$ cat config.mk
export PLATFORM = sky130hd
export DESIGN_NAME = frame_dump_ctrl
export DESIGN_NICKNAME = d
export VERILOG_FILES = /design/src/rtl/frame_dump_ctrl.sv
export SDC_FILE = /design/constraint.sdc
export NUM_CORES = 1
export LEC_CHECK = 0
export ABC_AREA = 1
export BUFFER_PORTS_ARGS = -buffer_cell sky130_fd_sc_hd__buf_2
export CORE_UTILIZATION = 55
export DETAILED_ROUTE_END_ITERATION = 10
export PLACE_DENSITY = 0.78
export SLEW_MARGIN = 20
export SYNTH_ARGS = -nofsm -noshare
export SYNTH_HDL_FRONTEND = slang
export SYNTH_SLANG_ARGS = --single-unit
$ cat constraint.sdc
create_clock -name i_clock -period 2.22 [get_ports i_clock]
set_input_delay 0.222 -clock i_clock [delete_from_list [all_inputs] [get_ports i_clock]]
set_output_delay 0.222 -clock i_clock [all_outputs]
set_load 0.01 [all_outputs]
$ cat src/rtl/frame_dump_ctrl.sv
// -----------------------------------------------------------------------------
// frame_dump_ctrl
//
// Streams one complete downsampled frame from the downsample read port to the
// debug UART. A start request sends an optional 4-byte header
// (A5 5A WIDTH HEIGHT), followed by every pixel in raster order. Each byte write
// is paced by the UART busy flag plus an idle holdoff counter.
//
// Ports:
//   i_clock       system clock, all logic on the rising edge
//   i_reset       synchronous, active-high reset
//   i_start       dump request, rising edge detected internally
//   i_abort       level, cancels a dump in progress
//   o_busy        high from the cycle after an accepted start until back in IDLE
//   o_done        one-cycle pulse on normal completion
//   o_read_x      registered pixel column address
//   o_read_y      registered pixel row address
//   i_read_q      pixel data, valid READ_LATENCY cycles after an address change
//   i_uart_busy   transmitter busy
//   o_uart_write  one-cycle write strobe, never asserted while i_abort is high
//   o_uart_data   byte to send, stable while o_uart_write is high
// -----------------------------------------------------------------------------
module frame_dump_ctrl #(
    parameter int WIDTH        = 40,
    parameter int HEIGHT       = 30,
    parameter int XBITS        = 6,
    parameter int YBITS        = 5,
    parameter int HOLDOFF_BITS = 13,
    parameter int READ_LATENCY = 1,
    parameter int HEADER_EN    = 1
) (
    input  logic             i_clock,
    input  logic             i_reset,
    input  logic             i_start,
    input  logic             i_abort,
    output logic             o_busy,
    output logic             o_done,
    output logic [XBITS-1:0] o_read_x,
    output logic [YBITS-1:0] o_read_y,
    input  logic [7:0]       i_read_q,
    input  logic             i_uart_busy,
    output logic             o_uart_write,
    output logic [7:0]       o_uart_data
);

    localparam logic [XBITS-1:0] X_LAST = XBITS'(WIDTH - 1);
    localparam logic [YBITS-1:0] Y_LAST = YBITS'(HEIGHT - 1);
    localparam logic [1:0]       LAT    = 2'(READ_LATENCY);

    typedef enum logic [2:0] {
        S_IDLE  = 3'd0,
        S_HDR   = 3'd1,
        S_FETCH = 3'd2,
        S_SEND  = 3'd3,
        S_DRAIN = 3'd4
    } state_t;

    state_t r_state;
    state_t w_state_nxt;

    logic                    r_start_q;
    logic                    r_start_armed;
    logic [HOLDOFF_BITS-1:0] r_holdoff;
    logic [1:0]              r_hdr_idx;
    logic [1:0]              r_lat_cnt;
    logic                    r_busy;
    logic                    r_done;
    logic                    r_uart_write;
    logic [7:0]              r_uart_data;
    logic [XBITS-1:0]        r_x;
    logic [YBITS-1:0]        r_y;

    logic w_start_edge;
    logic w_tx_ready;
    logic w_last_x;
    logic w_last_pix;
    logic w_accept;
    logic w_hdr_wr;
    logic w_fetch_done;
    logic w_send_wr;
    logic w_finish;
    logic w_abort_run;

    function automatic logic [7:0] f_header_byte(input logic [1:0] idx);
        case (idx)
            2'd0:    f_header_byte = 8'hA5;
            2'd1:    f_header_byte = 8'h5A;
            2'd2:    f_header_byte = 8'(WIDTH);
            default: f_header_byte = 8'(HEIGHT);
        endcase
    endfunction

    assign o_busy       = r_busy;
    assign o_done       = r_done;
    assign o_read_x     = r_x;
    assign o_read_y     = r_y;
    assign o_uart_data  = r_uart_data;
    // A strobe already registered is still suppressed in a cycle where abort
    // is high, so the UART never sees a write during an abort.
    assign o_uart_write = r_uart_write && !i_abort;

    // The armed flag requires start to have been seen low since reset, so a
    // start level held through reset release does not look like an edge.
    assign w_start_edge = i_start && !r_start_q && r_start_armed;
    assign w_tx_ready   = (&r_holdoff) && !i_uart_busy && !o_uart_write;
    assign w_last_x     = (r_x == X_LAST);
    assign w_last_pix   = w_last_x && (r_y == Y_LAST);

    // Start edge detection and UART idle holdoff.
    always_ff @(posedge i_clock) begin
        if (i_reset) begin
            r_start_q     <= 1'b0;
            r_start_armed <= 1'b0;
            r_holdoff     <= '0;
        end else begin
            r_start_q <= i_start;
            if (!i_start) begin
                r_start_armed <= 1'b1;
            end
            if (i_uart_busy || o_uart_write) begin
                r_holdoff <= '0;
            end else if (!(&r_holdoff)) begin
                r_holdoff <= r_holdoff + HOLDOFF_BITS'(1);
            end
        end
    end

    // State register.
    always_ff @(posedge i_clock) begin
        if (i_reset) begin
            r_state <= S_IDLE;
        end else begin
            r_state <= w_state_nxt;
        end
    end

    // Next-state logic.
    always_comb begin
        w_state_nxt = r_state;
        case (r_state)
            S_IDLE: begin
                if (w_start_edge && !i_abort) begin
                    w_state_nxt = (HEADER_EN != 0) ? S_HDR : S_FETCH;
                end
            end
            S_HDR: begin
                if (i_abort) begin
                    w_state_nxt = S_IDLE;
                end else if (w_tx_ready && (r_hdr_idx == 2'd3)) begin
                    w_state_nxt = S_FETCH;
                end
            end
            S_FETCH: begin
                if (i_abort) begin
                    w_state_nxt = S_IDLE;
                end else if (r_lat_cnt == LAT) begin
                    w_state_nxt = S_SEND;
                end
            end
            S_SEND: begin
                if (i_abort) begin
                    w_state_nxt = S_IDLE;
                end else if (w_tx_ready) begin
                    w_state_nxt = w_last_pix ? S_DRAIN : S_FETCH;
                end
            end
            S_DRAIN: begin
                if (i_abort || w_tx_ready) begin
                    w_state_nxt = S_IDLE;
                end
            end
            default: w_state_nxt = S_IDLE;
        endcase
    end

    // Output decode: per-state action strobes for the datapath.
    always_comb begin
        w_accept     = 1'b0;
        w_hdr_wr     = 1'b0;
        w_fetch_done = 1'b0;
        w_send_wr    = 1'b0;
        w_finish     = 1'b0;
        w_abort_run  = 1'b0;
        case (r_state)
            S_IDLE:  w_accept     = w_start_edge && !i_abort;
            S_HDR:   w_hdr_wr     = w_tx_ready && !i_abort;
            S_FETCH: w_fetch_done = (r_lat_cnt == LAT) && !i_abort;
            S_SEND:  w_send_wr    = w_tx_ready && !i_abort;
            S_DRAIN: w_finish     = w_tx_ready && !i_abort;
            default: ;
        endcase
        if (r_state != S_IDLE) begin
            w_abort_run = i_abort;
        end
    end

    // Datapath: address, header index, read latency wait, UART byte/strobe.
    always_ff @(posedge i_clock) begin
        if (i_reset) begin
            r_busy       <= 1'b0;
            r_done       <= 1'b0;
            r_uart_write <= 1'b0;
            r_uart_data  <= 8'h00;
            r_x          <= '0;
            r_y          <= '0;
            r_hdr_idx    <= 2'd0;
            r_lat_cnt    <= 2'd0;
        end else begin
            r_uart_write <= w_hdr_wr || w_send_wr;
            r_done       <= w_finish;

            if (w_accept) begin
                r_busy <= 1'b1;
            end else if (w_finish || w_abort_run) begin
                r_busy <= 1'b0;
            end

            // The wait restarts on every entry to FETCH, which always follows
            // an address update (or the address reset at start).
            if (r_state != S_FETCH) begin
                r_lat_cnt <= 2'd0;
            end else if (r_lat_cnt != LAT) begin
                r_lat_cnt <= r_lat_cnt + 2'd1;
            end

            if (w_accept) begin
                r_x       <= '0;
                r_y       <= '0;
                r_hdr_idx <= 2'd0;
            end

            if (w_hdr_wr) begin
                r_uart_data <= f_header_byte(r_hdr_idx);
                r_hdr_idx   <= r_hdr_idx + 2'd1;
            end

            if (w_fetch_done) begin
                r_uart_data <= i_read_q;
            end

            // The final pixel leaves the address where it is.
            if (w_send_wr && !w_last_pix) begin
                if (w_last_x) begin
                    r_x <= '0;
                    r_y <= r_y + YBITS'(1);
                end else begin
                    r_x <= r_x + XBITS'(1);
                end
            end
        end
    end

endmodule

==> results of run 1 <==
==> logic make-up after synthesis <==
family,count (synthesis)
compound gates,38
xor+xnor,6
fa+ha+maj,11
buf+inv,69
flops,44
simple gates,211
==> worst reg2reg max path: stages, from the launching register on <==
cell,delay [ps]
dfxtp_1,420
ha_1,300
nand3_2,160
nor2_4,180
nand3_4,110
inv_2,100
nand2_2,180
nand2_1,110
inv_1,110
nor2_1,130
nor2_1,50
==> cells in the final DEF, fill, tap and decap left out <==
| cell type | netlist | layout |
|---|---|---|
| a31oi_1 | 2 | 2 |
| inv_2 | 2 | 2 |
| clkbuf_8 | 0 | 6 |
| a21oi_1 | 17 | 17 |
| nand2_1 | 88 | 88 |
| nor2_2 | 3 | 3 |
| nor2_4 | 2 | 2 |
| nand3b_1 | 1 | 1 |
| clkinv_4 | 0 | 1 |
| a21oi_2 | 2 | 2 |
| nand3_1 | 30 | 30 |
| bufinv_16 | 0 | 1 |
| xor2_1 | 3 | 3 |
| buf_2 | 2 | 34 |
| nor2_1 | 59 | 59 |
| inv_1 | 59 | 59 |
| nand3_4 | 1 | 1 |
| nand3_2 | 12 | 12 |
| or2_2 | 3 | 3 |
| nor3_1 | 3 | 3 |
| nand4_1 | 4 | 4 |
| dfxtp_1 | 44 | 44 |
| nor3_4 | 1 | 1 |
| o21ai_1 | 1 | 1 |
| o21ai_0 | 14 | 14 |
| xnor2_1 | 3 | 3 |
| nand2_2 | 2 | 2 |
| ha_1 | 11 | 11 |
| a22oi_1 | 1 | 1 |
| o21bai_1 | 1 | 1 |
| nor4_1 | 1 | 1 |
| buf_4 | 2 | 1 |
| or3_1 | 1 | 1 |
==> cell type report <==
| class | instances | area share |
|---|---|---|
| Timing Repair Buffer | 35 | 0.06217 |
| Clock inverter | 2 | 0.01357 |
| Multi-Input combinational cell | 266 | 0.4842 |
| Tap cell | 52 | 0.02277 |
| Clock buffer | 6 | 0.02890 |
| Inverter | 61 | 0.08012 |
| Sequential cell | 44 | 0.3082 |
==> layer usage <==
| metal | global-route usage | share of wire | up-vias |
|---|---|---|---|
| met5 | 0 | 0 | - |
| met4 | 0.09111 | 0.021 | 0 |
| met2 | 0.3932 | 0.48 | 54 |
| met3 | 0.03608 | 0.034 | 13 |
| li1 | - | - | 1251 |
| met1 | 0.2754 | 0.46 | 1093 |
==> power groups by stage <==
| stage | Sequential, mW | Clock [mW] | Combinational (mW) |
|---|---|---|---|
| final | 0.817 | 0.648 | 0.188 |
| after detailed placement | 0.835 | 0 | 0.186 |
| after CTS | 0.817 | 0.662 | 0.186 |
| after global placement | 0.834 | 0 | 0.184 |
| after floorplan | 0.833 | 0 | 0.147 |
| after global routing | 0.820 | 0.699 | 0.214 |
==> metrics by stage <==
step           setup WS [ps]  area (sq um)  hold WS, ps    util
6_report               262.7          2858        174.1  0.6474
2_1_floorplan          635.0          2556        284.4       -
3_5_place_dp           303.5          2736        459.7  0.6199
4_1_cts                259.3          2858        164.5  0.6474
5_1_grt                38.89          2858        180.0  0.6474
3_3_place_gp           372.6          2736        452.4  0.6199
==> registers in the layout, indices dropped and copies added (netlist names) <==
name / cells
o_busy: 1
r_start_armed: 1
o_done: 1
r_holdoff: 13
r_start_q: 1
o_read_x: 6
r_lat_cnt: 2
r_uart_write: 1
o_uart_data: 8
r_hdr_idx: 2
o_read_y: 5
r_state: 3
==> final timing paths <==
path,start,end
setup / recovery,r_holdoff[0],o_uart_data[2]
hold / removal,i_start,r_start_q
setup reg to reg,r_holdoff[0],o_uart_data[2]
hold reg to reg,r_start_armed,r_start_armed
==> impl_metrics.toml, run 1 <==
[global_routing]
grt_pass1_vias = 2143
grt_max_degree = 17
grt_pass1_wl_um = 9039
grt_antenna_before_repair = 0
grt.total_usage = 0.2256
gr-total-overflow = 0

[sta]
setup_viol = 0
finalCriticalPeriod_ps = 1957
finalClockSkew_ps = 7.841
hold_violations = 0
report.final.slew_viol_count = 0
max_slew.worst_pin.slew_ps = 520.8
fin_crit_sh = 0.8817
fmaxAchievable_ghz = 0.5109
slew_headroom = 0.6524
fin_tns_setup_ps = 0
rsz0062_at_grt = "no"

[detailed_routing]
drt_iter0_markers = 126
vias = 2411
drc = 0
routed_wl_um = 5044
via_per_inst = 5.174
wl_per_cell_um = 10.82
drt_pre_antenna_iters = 5
postRouteAntennaNets = 0

[critical_path]
cp.depth = 10
worst-path-buf-inv = 2
crit_slowest_cell = "dfxtp_1"
crit_required_ps = 2420
crit_type = "reg -> reg"
crit_top_cell = "nor2_1"
start_kind = "register"
cp.arrival_ps = 2160
max_stage_delay_ps = 420
endpoint_kind = "register"
reg2regPathDepth = 10
crit_chain = "ha_1 -> nand3_2 -> nor2_4 -> nand3_4 -> inv_2 -> nand2_2 -> nand2_1 -> inv_1 -> nor2_1 -> nor2_1"
r2r_slack_ps = 260
path_delay_family = "simple AND/OR/NAND/NOR gates"
crit_fanout = 11

[synthesis]
synth-compound-area-share = 0.08027
yosysSeqAreaShare = 0.3446
synthSimpleGateAreaFrac = 0.3867
synthTopCellsByArea = "dfxtp_1, nand2_1, inv_1, nor2_1, nand3_1"
synth_commonest_cells = "nand2_1, inv_1, nor2_1, dfxtp_1, nand3_1"
synth_fp_nets = 403
synth_flop_cell = "dfxtp_1"
yosys.area_share.adder = 0.05384
synth_mux_area_frac = 0
synth_top_family_by_area = "simple AND/OR/NAND/NOR gates"
syn-instance-count = 379
ys_ff_latch = 44
synth.top_cell.area_share = 0.3446
synth_top_cell_by_area = "dfxtp_1"
async_flop_share = 0
yosysWarnings = 0
syn_area_per_cell_sq_um = 6.745
synth_edf_count = 0
synth_area_sq_um = 2556
synth_most_common_cell = "nand2_1"
synthDistinctLibCells = 32
synth-xor-area-share = 0.02056

[placed_design]
place.gp.congestion = 0.9320
dp.cells = 458
portBuffers = 34
dp_hpwl_um = 3729

[floorplan]
core_sq_um = 4414
die_w_um = 70.18
dieArea_sq_um = 4925
ioPinCount = 35
initial_core_util = 0.5791
std_cell_rows = 24
die_h_um = 70.18

[power_and_ir_drop]
power_mw = 1.652
ir_drop_uv = 396.3
p_comb_frac = 0.113
power_switching_uw = 419.0
swShare = 0.2536
power.density_nw_per_um2 = 578.1
pwr-share-seq = 0.495
power.internal_mw = 1.233
leakage_nw = 1.445
clkPwrFrac = 0.392

[clock_tree]
cts_resized = 0
cts_made_buffers = 5
postCtsSetupRepairBufs = 0
cts_hold_buf = 0
clkTransAtPathRegs_ps = 90
clockRootBuffer = "clkbuf_8"
htree_levels = 2
clock-sinks = 44
clkLatencyLatePin_ps = 300
cts_tree = "built"
cts_buffer_depth = 2

[layout]
multi_input_area_sq_um = 1384
drive_above_1_share = 0.1715
antenna_cells = 0
fillers = 403
nets = 437
seq_area_sq_um = 880.8
fin_cells = 466
synthToLayoutAreaGrowth_pct = 11.80

[outcome]
outcome = "finished, final reports clean"

[worst_hold_path]
min_path_cells = 3
hold_path.class = "in -> reg"

[run]
drv_cap = 0
(Power assumes the default switching activity.)
==> run 2, diff against run 1 <==
ABC_AREA = unset   (was 1)
CORE_UTILIZATION = 34   (was 55)
PLACE_DENSITY = 0.53   (was 0.78)
==> impl_metrics.toml, run 2 <==
[outcome]
outcome = "finished, final reports clean"

[sta]
slew_headroom = 0.7308
holdWs_ps = 128.3
setup_slack_ps = 32.56
max_slew.worst_pin.slew_ps = 403.8
finalClockSkew_ps = 9.914
rsz0062_at_grt = "yes"
fin_crit_sh = 0.9853
hold_violations = 0
finalCriticalPeriod_ps = 2187
report.final.slew_viol_count = 0
setup_viol = 0
fmaxAchievable_ghz = 0.4572

[global_routing]
grt_max_degree = 22
grt_pass1_wl_um = 9321
grt_pass1_vias = 2021
grt_antenna_before_repair = 0
grtUsageMet1 = 0.2189
busiest_layer = "met2"
globalRouteMet2Util = 0.2668
gr-total-overflow = 0
met3_usage = 0.02883
grt.total_usage = 0.1639

[floorplan]
die_h_um = 83.07
std_cell_rows = 29
ioPinCount = 35
initial_core_util = 0.3519
dieArea_sq_um = 6901
core_sq_um = 6350
die_w_um = 83.07

[detailed_routing]
vias = 2161
routed_wl_um = 5368
drc = 0
postRouteAntennaNets = 0
drt_pre_antenna_iters = 4
wl_per_cell_um = 13.29
drt_iter0_markers = 68
via_per_inst = 5.349

[clock_tree]
clock-sinks = 44
clkLatencyLatePin_ps = 300
clockRootBuffer = "clkbuf_8"
cts_buffer_depth = 2
cts_made_buffers = 5
cts_tree = "built"
clkTransAtPathRegs_ps = 90
htree_levels = 2
postCtsSetupRepairBufs = 0

[synthesis]
synth.top_cell.area_share = 0.3942
syn_area_per_cell_sq_um = 8.276
syn-instance-count = 270
synthTopCellsByArea = "dfxtp_1, ha_1, nand3_1, nor2_1, a21oi_1"
synth_edf_count = 0
synthDistinctLibCells = 46
yosysWarnings = 0
async_flop_share = 0
synth_flop_cell = "dfxtp_1"
synth_fp_nets = 294
synth_area_sq_um = 2235
yosysSeqAreaShare = 0.3942
synth_top_cell_by_area = "dfxtp_1"
synth_most_common_cell = "dfxtp_1"
ys_ff_latch = 44
synth_commonest_cells = "dfxtp_1, nand3_1, nor2_1, nand2_1, a21oi_1"

[critical_path]
r2r_end = "o_uart_data[5]"
crit_type = "reg -> reg"
r2r_slack_ps = 30
crit_fanout = 7
reg2regPathDepth = 5
r2r-start = "r_uart_write"
crit_start = "r_uart_write"
start_kind = "register"
cp.arrival_ps = 2390
crit_required_ps = 2420
endpoint_kind = "register"
crit_end = "o_uart_data[5]"

[layout]
layout_common_cells = "dfxtp_1, buf_2, buf_4, nor2_1, nand3_1"
regMostFlops = "r_holdoff"
antenna_cells = 0
fillers = 653
synthToLayoutAreaGrowth_pct = 25.42
drive_above_1_share = 0.2691
nets = 350
largest_register_ffs = 13
mostFrequentLayoutCell = "dfxtp_1"

[placed_design]
dp_hpwl_um = 4019
place_ws_ps = 53.63
place.gp.congestion = 0.7667
portBuffers = 34

[run]
drv_cap = 0

[power_and_ir_drop]
power.density_nw_per_um2 = 492.1
leakage_nw = 1.094
ir_drop_uv = 270.3

[worst_hold_path]
hold_path.class = "in -> reg"
-- run 2: cell count changes in the layout (fill, tap and decap cells not counted), sizes merged, moves of 6 or more --
cell    before  now
nand3       43   26
nor3         4   11
nand2       90   20
o21ai       15    6
nand3b       1    7
inv         61   10
a31oi        2    8
buf         35   61
nor2        64   26
-- run 2: worst max-delay path: stages, from the launching register on --
cell and delay, ps:
dfxtp_1 310, nor2b_4 120, or4_4 580, or4_4 500
or3_1 320, a311oi_1 260
-- run 2: cells by family (layout without fill, tap and decap cells) --
kind of cell,count (synthesis),after routing,share of synthesized area
mux,1,1,0.004479
compound gates,48,48,0.1400
fa+ha+maj,11,11,0.06159
flops,44,44,0.3942
buf+inv,22,79,0.04087
simple gates,138,138,0.3354
xor+xnor,6,6,0.02352
-- run 2: metrics by stage --
| stage | TNS (ps) | instances | power, mW | util | area [sq um] |
|---|---|---|---|---|---|
| 3_5_place_dp | 0 | 396 | 0.8747 | 0.4225 | 2683 |
| 5_1_grt | -44.75 | 404 | 1.443 | 0.4414 | 2803 |
| 3_3_place_gp | 0 | 396 | 0.8739 | 0.4225 | 2683 |
| 4_1_cts | 0 | 404 | 1.404 | 0.4370 | 2775 |
| 2_1_floorplan | -64.20 | 270 | 0.8477 | - | 2285 |
| 6_report | 0 | 404 | 1.379 | 0.4414 | 2803 |
-- run 2: how the worst min path moves through the flow --
stage	endpoint	cells after the start	start	slack, ps
2_1_floorplan	r_start_armed	1	i_start	320
3_3_place_gp	r_start_armed	2	i_start	430
3_5_place_dp	r_start_armed	2	i_start	440
4_1_cts	r_start_armed	2	i_start	120
5_1_grt	r_start_armed	2	i_start	120
6_report	r_start_armed	2	i_start	130
-- run 2: layer usage --
layer  wire length [um]  part of all wire  up-vias
met5                  0                 0        -
met4                 51            0.0095        0
met3                215             0.040        6
met2               2444              0.46       40
met1               2658              0.50     1012
li1                   -                 -     1103
-- run 2: where the power goes --
part | internal [mW] | switching, mW
sequential | 0.794 | 0.00464
combinational | 0.0246 | 0.0328
clock | 0.249 | 0.275
total | 1.07 | 0.312
-- run 2: layout make-up --
class	instances	area (sq um)	share of cell area
clock buffer	6	82.58	0.02946
tap	77	96.34	0.03437
inverter	10	37.54	0.01339
multi-input combinational	204	1318	0.4701
timing repair buffer	61	372.9	0.1330
sequential	44	885.9	0.3161
clock inverter	2	10.01	0.003571
-- run 2: what timing repair did --
action                                  in CTS  in global routing
endpoints found under the setup margin       0                  8
hold endpoints to repair                     0                  0
hold buffers                                 0                  0
resized for setup                            0                  6
